$ cat src/rtl/request_arbiter.sv
// rtl/request_arbiter.sv - round-robin arbiter sharing one responder between four request FIFOs
//
// Purpose: picks a non-empty request FIFO in round-robin order, pops it and
// forwards the popped word to the responder as a one-cycle strobe. New
// grants are withheld while the response FIFO is full or almost full.
//
// Ports:
//   i_clk             clock, rising edge
//   i_reset           synchronous active-high reset
//   i_req_empty       per-lane empty flags of the request FIFOs
//   i_req_data        head words, lane i at [i*REQ_W +: REQ_W]
//   o_req_pop         one-hot pop strobe to the request FIFOs
//   i_out_full        response FIFO full
//   i_out_almost_full response FIFO almost full
//   o_req_out         request forwarded to the responder
//   o_req_valid       one-cycle strobe qualifying o_req_out
//   o_grant_id        lane that o_req_out came from
//   o_busy            high while in POP or ISSUE
//   o_issued_cnt      wrapping count of issued requests
module request_arbiter #(
  parameter int REQ_W = 12,
  parameter int N_REQ = 4,
  parameter int CNT_W = 16
) (
  input  logic                   i_clk,
  input  logic                   i_reset,
  input  logic [N_REQ-1:0]       i_req_empty,
  input  logic [N_REQ*REQ_W-1:0] i_req_data,
  output logic [N_REQ-1:0]       o_req_pop,
  input  logic                   i_out_full,
  input  logic                   i_out_almost_full,
  output logic [REQ_W-1:0]       o_req_out,
  output logic                   o_req_valid,
  output logic [1:0]             o_grant_id,
  output logic                   o_busy,
  output logic [CNT_W-1:0]       o_issued_cnt
);

  typedef enum logic [1:0] {
    ST_IDLE  = 2'd0,
    ST_POP   = 2'd1,
    ST_ISSUE = 2'd2
  } state_t;

  state_t             r_state,     w_state_nxt;
  logic [1:0]         r_rr_ptr,    w_rr_ptr_nxt;
  logic [1:0]         r_gsel,      w_gsel_nxt;
  logic [N_REQ-1:0]   r_req_pop,   w_req_pop_nxt;
  logic [REQ_W-1:0]   r_req_out,   w_req_out_nxt;
  logic               r_req_valid, w_req_valid_nxt;
  logic [1:0]         r_grant_id,  w_grant_id_nxt;
  logic               r_busy,      w_busy_nxt;
  logic [CNT_W-1:0]   r_issued_cnt, w_issued_cnt_nxt;

  logic               w_eligible;
  logic [1:0]         w_sel;
  logic [1:0]         w_idx;
  logic               w_found;

  // Backpressure only gates new grants; an in-flight pop always issues.
  assign w_eligible = (i_req_empty != {N_REQ{1'b1}}) && !i_out_full && !i_out_almost_full;

  // Search starts one past the last granted lane so the last winner is
  // considered last.
  always_comb begin
    w_sel   = r_rr_ptr;
    w_idx   = r_rr_ptr;
    w_found = 1'b0;
    for (int k = 1; k <= 4; k++) begin
      w_idx = r_rr_ptr + k[1:0];
      if (!w_found && !i_req_empty[w_idx]) begin
        w_sel   = w_idx;
        w_found = 1'b1;
      end
    end
  end

  always_comb begin
    w_state_nxt      = r_state;
    w_rr_ptr_nxt     = r_rr_ptr;
    w_gsel_nxt       = r_gsel;
    w_req_pop_nxt    = '0;
    w_req_out_nxt    = r_req_out;
    w_req_valid_nxt  = 1'b0;
    w_grant_id_nxt   = r_grant_id;
    w_issued_cnt_nxt = r_issued_cnt;

    case (r_state)
      ST_IDLE: begin
        if (w_eligible) begin
          w_state_nxt   = ST_POP;
          w_req_pop_nxt = N_REQ'(1) << w_sel;
          w_gsel_nxt    = w_sel;
          w_rr_ptr_nxt  = w_sel;
        end
      end
      ST_POP: begin
        w_state_nxt = ST_ISSUE;
      end
      ST_ISSUE: begin
        // FIFO head of the granted lane is valid in this cycle.
        w_req_out_nxt    = i_req_data[int'(r_gsel)*REQ_W +: REQ_W];
        w_grant_id_nxt   = r_gsel;
        w_req_valid_nxt  = 1'b1;
        w_issued_cnt_nxt = r_issued_cnt + 1'b1;
        if (w_eligible) begin
          w_state_nxt   = ST_POP;
          w_req_pop_nxt = N_REQ'(1) << w_sel;
          w_gsel_nxt    = w_sel;
          w_rr_ptr_nxt  = w_sel;
        end else begin
          w_state_nxt = ST_IDLE;
        end
      end
      default: begin
        w_state_nxt = ST_IDLE;
      end
    endcase

    w_busy_nxt = (w_state_nxt != ST_IDLE);
  end

  always_ff @(posedge i_clk) begin
    if (i_reset) begin
      r_state      <= ST_IDLE;
      r_rr_ptr     <= 2'd3;
      r_gsel       <= 2'd0;
      r_req_pop    <= '0;
      r_req_out    <= '0;
      r_req_valid  <= 1'b0;
      r_grant_id   <= 2'd0;
      r_busy       <= 1'b0;
      r_issued_cnt <= '0;
    end else begin
      r_state      <= w_state_nxt;
      r_rr_ptr     <= w_rr_ptr_nxt;
      r_gsel       <= w_gsel_nxt;
      r_req_pop    <= w_req_pop_nxt;
      r_req_out    <= w_req_out_nxt;
      r_req_valid  <= w_req_valid_nxt;
      r_grant_id   <= w_grant_id_nxt;
      r_busy       <= w_busy_nxt;
      r_issued_cnt <= w_issued_cnt_nxt;
    end
  end

  assign o_req_pop    = r_req_pop;
  assign o_req_out    = r_req_out;
  assign o_req_valid  = r_req_valid;
  assign o_grant_id   = r_grant_id;
  assign o_busy       = r_busy;
  assign o_issued_cnt = r_issued_cnt;

endmodule

$ cat config.mk
export PLATFORM = sky130hd
export DESIGN_NAME = request_arbiter
export DESIGN_NICKNAME = d
export VERILOG_FILES = /design/src/rtl/request_arbiter.sv
export SDC_FILE = /design/constraint.sdc
export NUM_CORES = 1
export LEC_CHECK = 0
export BUFFER_PORTS_ARGS = -buffer_cell sky130_fd_sc_hd__buf_2
export CAP_MARGIN = 20
export CORE_ASPECT_RATIO = 1.1
export CORE_MARGIN = 10
export CORE_UTILIZATION = 44
export CTS_BUF_LIST = sky130_fd_sc_hd__clkbuf_16
export DETAILED_ROUTE_END_ITERATION = 10
export PLACE_DENSITY_LB_ADDON = 0.25
export SYNTH_ARGS = -nofsm -noshare
export SYNTH_HDL_FRONTEND = slang
export SYNTH_SLANG_ARGS = --single-unit
$ cat constraint.sdc
create_clock -name i_clk -period 4.4 [get_ports i_clk]
set_clock_uncertainty 0.15 [all_clocks]
set_input_delay 0.88 -clock i_clk [delete_from_list [all_inputs] [get_ports i_clk]]
set_output_delay 0.88 -clock i_clk [all_outputs]
set_load 0.05 [all_outputs]
==> summary.txt, run 1 <==
status: finished clean
DIE AREA: 0.00760 sq mm
IO buf count: 91
1st-iter DRT viols: 86
clock-pin slew on the worst setup and hold paths: 0.06 ns
Core Area: 0.00432 sq mm
initial core utilization: 0.460
worst slew pin tran: 0.843 ns
Hold Path Class: register to register
Post-CTS Hold Buffers: 0
Final Max Slew Viols: 0
PostCTS Resize Cnt: 0
FILL cells: 394
Routed WL: 5200 um
CP Buf/Inv Count: 1
met1 GRT Util: 0.147
post-route antenna net violation count: 0
# IOs: 92
Area Overhead vs Synth: 30.6%
Seq cells post-synth: 42
CTS tree: yes
dominant cell by count in the synthesized netlist: dfxtp_1
RSZ-0062 raised after global routing: false
largest net degree at the start of global routing: 41
Syn Area/Cell: 9.64 sq um
Post-synth top cells: 42 x dfxtp_1, 38 x nand2_1, 24 x nor2_1
Cells after Synth: 206
clock tree buffer depth: 2
DR WL/cell: 14.9 um
setup ws final: 2.32 ns
clock root buffer: clkbuf_16
Net Count, Synth: 263
final net count: 350
met3 GRT Util: 0.0614
Critical Path RT: 3.37 ns
DIE HEIGHT: 90.5 um
DRC Markers: 0
ys flop type: dfxtp_1
total grt overflow: 0
# rows: 25
EDFF count, synth: 0
VDD IR max: 0.000194 V
Yosys top cell area share: 0.423
Async SR Flop Fraction: 0
setup tns final: 0 ns
Worst Setup EP: o_issued_cnt[3]
layout cells sized above 1: 0.412
sequential share of the synthesized area: 0.423
period utilization: 0.472
Sw Share: 0.233
fmax: 481 MHz
grt peak-use layer: met2
gr usage total: 0.138
CP endpoint kind: output port
worst-skew pair later-pin latency: 0.28 ns
# setup viols final: 0
Worst Reg2Reg Path Length in Cells: 3
antenna cells: 0
vias in the first global route: 1768
Clk pwr share: 0.408
stages on the worst setup path: 1
pwr dens: 323 mW/mm^2
GR Util met2: 0.237
Syn. warnings: 0
CP max stage cell: dfxtp_1
H-Tree Depth: 2
Crit Reg-Reg Endpoint: o_req_out[3]$_SDFFE_PP0P_
post-DP HPWL: 4100 um
clock period minus worst slack: 2.08 ns
Tot Pwr: 0.000837 W
Hold Vio Cnt, Final: 0
Netlist cell types: 44
Via density: 5.11
Worst R2R Start: r_gsel[0]$_SDFFE_PP0P_
Top delay family on crit path: flip-flops
R2R setup slack: 2.50 ns
final core occ: 0.601
Seq pwr share: 0.478
CTS Sinks: 42
Worst Path Arrival: 1.05 ns
Setup Fix Bufs, Post-CTS: 0
Pre-antenna DRT Iters: 4
CP max FO: 8
net switching power: 0.000195 W
Pleak: 1.21 nW
Post-Syn Area: 0.00199 sq mm
Placer Congestion: 0.739
maxcap violations: 0
CP Launch Type: register
WS Path Type: register to output port
via count: 1777
Min Hold Slack: 0.300 ns
Comb power frac: 0.114
critical path startpoint: o_issued_cnt[3]$_SDFFE_PP0P_
CP cell instances: buf_2
synth top area cells: dfxtp_1 42%, mux4_2 14%, nand2_1 7.2%, a21oi_1 5.0%, nor2_1 4.5%
initial antenna violation count: 0
Synth area leader: dfxtp_1
Num CTS Buffers: 5
first-pass GRT wire length: 8680 um
pre-CTS setup slack: 2.10 ns
CP max stage delay: 0.45 ns
Slew Limit Headroom: 0.437
internal power: 0.000642 W
Die X: 84.1 um
cells in the final DEF (no fill, tap or decap), drive strengths merged, types with 2 or more instances in the layout:
cell and n:
or3 2, nor2b 3, nand2 38, mux2 2, dfxtp 42, nand4 4
nand3 4, and4 2, buf 92, xor2 5, clkbuf 5, or2 2
a21oi 20, o21ai 2, nor3 4, mux4 12, inv 3, xnor2 6
nor2 24, nand2b 2, clkinv 2
sequential cells by signal (all words and copies together) (netlist names):
signal and flops:
o_busy 1, o_grant_id 2, o_issued_cnt 16, o_req_out 12
o_req_pop 4, o_req_valid 1, r_gsel 2, r_rr_ptr 2
r_state 2
final cells by class:
class                           instances  area (sq um)  area share
Timing Repair Buffer                   92           467       0.180
Inverter                                2          7.51     0.00289
Clock inverter                          3          12.5     0.00482
Tap cell                               54          67.6      0.0260
Sequential cell                        42           841       0.324
Multi-Input combinational cell        150          1070       0.414
Clock buffer                            5           125      0.0482
per-stage QoR:
step           instance area, sq um  cells
6_report                       2590    348
5_1_grt                        2590    348
4_1_cts                        2590    348
3_5_place_dp                   2460    340
3_3_place_gp                   2440    339
2_1_floorplan                  1990    206
power by group through the flow:
stage / Sequential [W] / Combinational (W) / Clock [W]
after floorplan: 0.000416 / 0.0000531 / 0
after global routing: 0.000402 / 0.000105 / 0.000372
after detailed placement: 0.000409 / 0.0000962 / 0
final: 0.000400 / 0.0000956 / 0.000342
after CTS: 0.000400 / 0.0000966 / 0.000347
after global placement: 0.000408 / 0.0000941 / 0
kinds of logic after synthesis:
| logic type | after synthesis | share of synthesized area |
|---|---|---|
| muxes | 15 | 0.154 |
| and+or+nand+nor | 94 | 0.245 |
| AOI/OAI and AO/OA | 29 | 0.0863 |
| xor gates and xnor gates | 11 | 0.0485 |
| buffers and inverters | 14 | 0.0359 |
| DFF | 42 | 0.423 |
| adders and majority gates | 1 | 0.00630 |
metal layers:
metal	part of all wire	wire length (um)
met4	0.0065	34
met3	0.064	334
met5	0	0
met1	0.39	2050
met2	0.54	2780
worst min-delay path by stage:
stage                               startpoint                    endpoint  slack, ns  depth (start not counted)
floorplan                r_state[0]$_SDFF_PP0_       r_state[1]$_SDFF_PP0_       0.35                          1
global placement    o_req_out[11]$_SDFFE_PP0P_  o_req_out[11]$_SDFFE_PP0P_       0.29                          2
detailed placement   o_req_out[6]$_SDFFE_PP0P_   o_req_out[6]$_SDFFE_PP0P_       0.29                          2
CTS                  o_req_out[6]$_SDFFE_PP0P_   o_req_out[6]$_SDFFE_PP0P_       0.30                          2
global route         o_req_out[4]$_SDFFE_PP0P_   o_req_out[4]$_SDFFE_PP0P_       0.32                          2
finish               o_req_out[6]$_SDFFE_PP0P_   o_req_out[6]$_SDFFE_PP0P_       0.30                          2
Power figures use the tool's default switching activity.
==> run 2, diff against run 1 <==
--- a/config.mk
+++ b/config.mk
@@ -5,11 +5,12 @@
 export SDC_FILE = /design/constraint.sdc
 export NUM_CORES = 1
 export LEC_CHECK = 0
+export ABC_AREA = 1
 export BUFFER_PORTS_ARGS = -buffer_cell sky130_fd_sc_hd__buf_2
 export CAP_MARGIN = 20
 export CORE_ASPECT_RATIO = 1.1
 export CORE_MARGIN = 10
-export CORE_UTILIZATION = 44
+export CORE_UTILIZATION = 43
 export CTS_BUF_LIST = sky130_fd_sc_hd__clkbuf_16
 export DETAILED_ROUTE_END_ITERATION = 10
 export PLACE_DENSITY_LB_ADDON = 0.25
==> constraint.sdc (replaced) <==
create_clock -name i_clk -period 1.8 [get_ports i_clk]
set_clock_uncertainty 0.15 [all_clocks]
set_input_delay 0.36 -clock i_clk [delete_from_list [all_inputs] [get_ports i_clk]]
set_output_delay 0.36 -clock i_clk [all_outputs]
set_load 0.05 [all_outputs]
==> summary.txt, run 2 <==
CTS Sinks: 42
CP endpoint kind: register
final core occ: 0.580
period utilization: 0.898
Slew Limit Headroom: 0.713
# rows: 27
Pre-antenna DRT Iters: 4
maxcap violations: 0
via count: 2377
WL met3: 525 um
Num CTS Buffers: 5
gr usage total: 0.142
Die X: 88.3 um
pwr dens: 846 mW/mm^2
WS Path Type: register to register
antenna cells: 0
post-route antenna net violation count: 0
clock-pin slew on the worst setup and hold paths: 0.06 ns
synth top area cells: dfxtp_1 38%, nor2_1 12%, o21ai_0 11%, nand2_1 9.2%, inv_1 7.2%
Netlist cell types: 28
ys flop type: dfxtp_1
Cells after DPL: 481
Hold Vio Cnt, Final: 0
Syn Area/Cell: 6.52 sq um
layout cells sized above 1: 0.295
worst slew pin tran: 0.430 ns
final net count: 487
first-pass GRT wire length: 9860 um
dominant cell by count in the synthesized netlist: nor2_1
FILL cells: 476
Seq cells post-synth: 42
Post-DP Area: 0.00273 sq mm
CTS tree: yes
highest routed layer: met4
R2R setup slack: 0.18 ns
M1 WL: 2810 um
Routed WL: 6040 um
EDFF count, synth: 0
Area Overhead vs Synth: 31.6%
setup tns final: 0 ns
Synth area leader: dfxtp_1
Via density: 4.86
fin area: 0.00290 sq mm
CP max stage delay: 0.37 ns
# IOs: 92
total grt overflow: 0
DIE HEIGHT: 95.1 um
CP max stage cell: dfxtp_2
sequential share of the synthesized area: 0.382
Core Area: 0.00500 sq mm
Yosys top cell area share: 0.382
commonest non-fill, non-tap cell in the layout: buf_2
DIE AREA: 0.00839 sq mm
initial antenna violation count: 0
largest net degree at the start of global routing: 26
Post-synth top cells: 69 x nor2_1, 54 x nand2_1, 47 x o21ai_0
Post-Synth Simple-Gate Area: 0.303
Critical Path RT: 1.83 ns
most frequent cells in the layout: 91 x buf_2, 68 x nor2_1, 54 x nand2_1
Post-Syn Area: 0.00220 sq mm
CP max FO: 6
fmax: 619 MHz
clock root buffer: clkbuf_16
RSZ-0062 raised after global routing: false
XOR/XNOR share of the synthesized area: 0.00795
multiplexer share of the synthesized area: 0
CP Launch Type: register
Cells after Synth: 338
vias in the first global route: 2314
wire length on met2: 2610 um
VDD IR max: 0.000409 V
multi-input logic area: 0.00114 sq mm
main combinational cell family by area after synthesis: simple AND/OR/NAND/NOR gates
clock tree buffer depth: 2
Synth Area in Adders: 0.00568
Tot Pwr: 0.00245 W
status: finished clean
Final Max Slew Viols: 0
H-Tree Depth: 2
Net Count, Synth: 395
IO buf count: 91
Synth Area in Compound Gates: 0.199
Hold Path Class: primary input to register
DR WL/cell: 12.4 um
worst-skew pair later-pin latency: 0.28 ns
Pleak: 1.52 nW
Post-CTS Hold Buffers: 0
Non-Filler Instances: 489
# setup viols final: 0
DRC Markers: 0
CP cell instances: ha_1, nand3_2, nor3_4, nand3b_1, nor2_1, nand2_1, nand2_1, nor2_1
initial core utilization: 0.441
Syn. warnings: 0
max reg flops: 16
Async SR Flop Fraction: 0
1st-iter DRT viols: 92
Worst Path Arrival: 1.65 ns
clock period minus worst slack: 1.62 ns
register area: 845 sq um
post-DP HPWL: 4840 um
Placer Congestion: 0.816
-- run 2: cell types whose count changed in the layout (fill, tap and decap cells not counted), sizes merged, moves of 3 or more --
cell | previous run | this run
a21oi | 20 | 17
nand3 | 4 | 10
nor3 | 4 | 1
mux4 | 12 | 0
xor2 | 5 | 1
o22ai | 0 | 12
nor2 | 24 | 72
inv | 3 | 46
nor2b | 3 | 0
buf | 92 | 98
nand2 | 38 | 62
o21ai | 2 | 52
xnor2 | 6 | 1
-- run 2: routing by layer --
layer,vias up,track usage
met5,-,0
met4,0,0.0458
met3,7,0.0529
met2,94,0.228
met1,1013,0.171
li1,1263,-
-- run 2: kinds of logic after synthesis --
family,after synthesis
fa+ha+maj,1
simple gates,152
compound gates,83
buf+inv,58
xor+xnor,2
flops,42
-- run 2: metrics by stage --
step,hold slack [ns],setup slack [ns]
after floorplan,0.327,0.00291
after global routing,0.274,0.00986
after detailed placement,0.317,0.0941
after global placement,0.308,0.174
after CTS,0.245,0.0677
final,0.252,0.183
-- run 2: what timing repair did --
action	CTS	global route
setup buffers	0	0
setup endpoints to repair	0	9
resized for setup	0	2
-- run 2: final timing paths --
kind | start | to | depth (start not counted)
worst max-delay path | o_issued_cnt[0]$_SDFFE_PP0P_ | o_issued_cnt[12]$_SDFFE_PP0P_ | 8
worst min-delay path | i_reset | r_state[1]$_SDFF_PP0_ | 2
worst max register to register | o_issued_cnt[0]$_SDFFE_PP0P_ | o_issued_cnt[12]$_SDFFE_PP0P_ | 8
worst min register to register | o_issued_cnt[0]$_SDFFE_PP0P_ | o_issued_cnt[0]$_SDFFE_PP0P_ | 1
-- run 2: critical path, delay by kind of cell (launching register included) --
kind	cells	cell delay [ns]
fa+ha+maj	1	0.19
simple gates	7	0.81
flops	1	0.37
-- run 2: layout make-up --
cell class	count	share of cell area
inverter	45	0.0582
tap	58	0.0250
clock buffer	5	0.0431
clock inverter	3	0.0142
multi-input combinational	238	0.393
sequential	42	0.291
timing repair buffer	98	0.175
-- run 2: power breakdown --
| part | total (W) | switching, W | internal [W] |
|---|---|---|---|
| logic | 0.000470 | 0.000301 | 0.000169 |
| registers | 0.000978 | 0.0000202 | 0.000958 |
| clock network | 0.00100 | 0.000355 | 0.000649 |
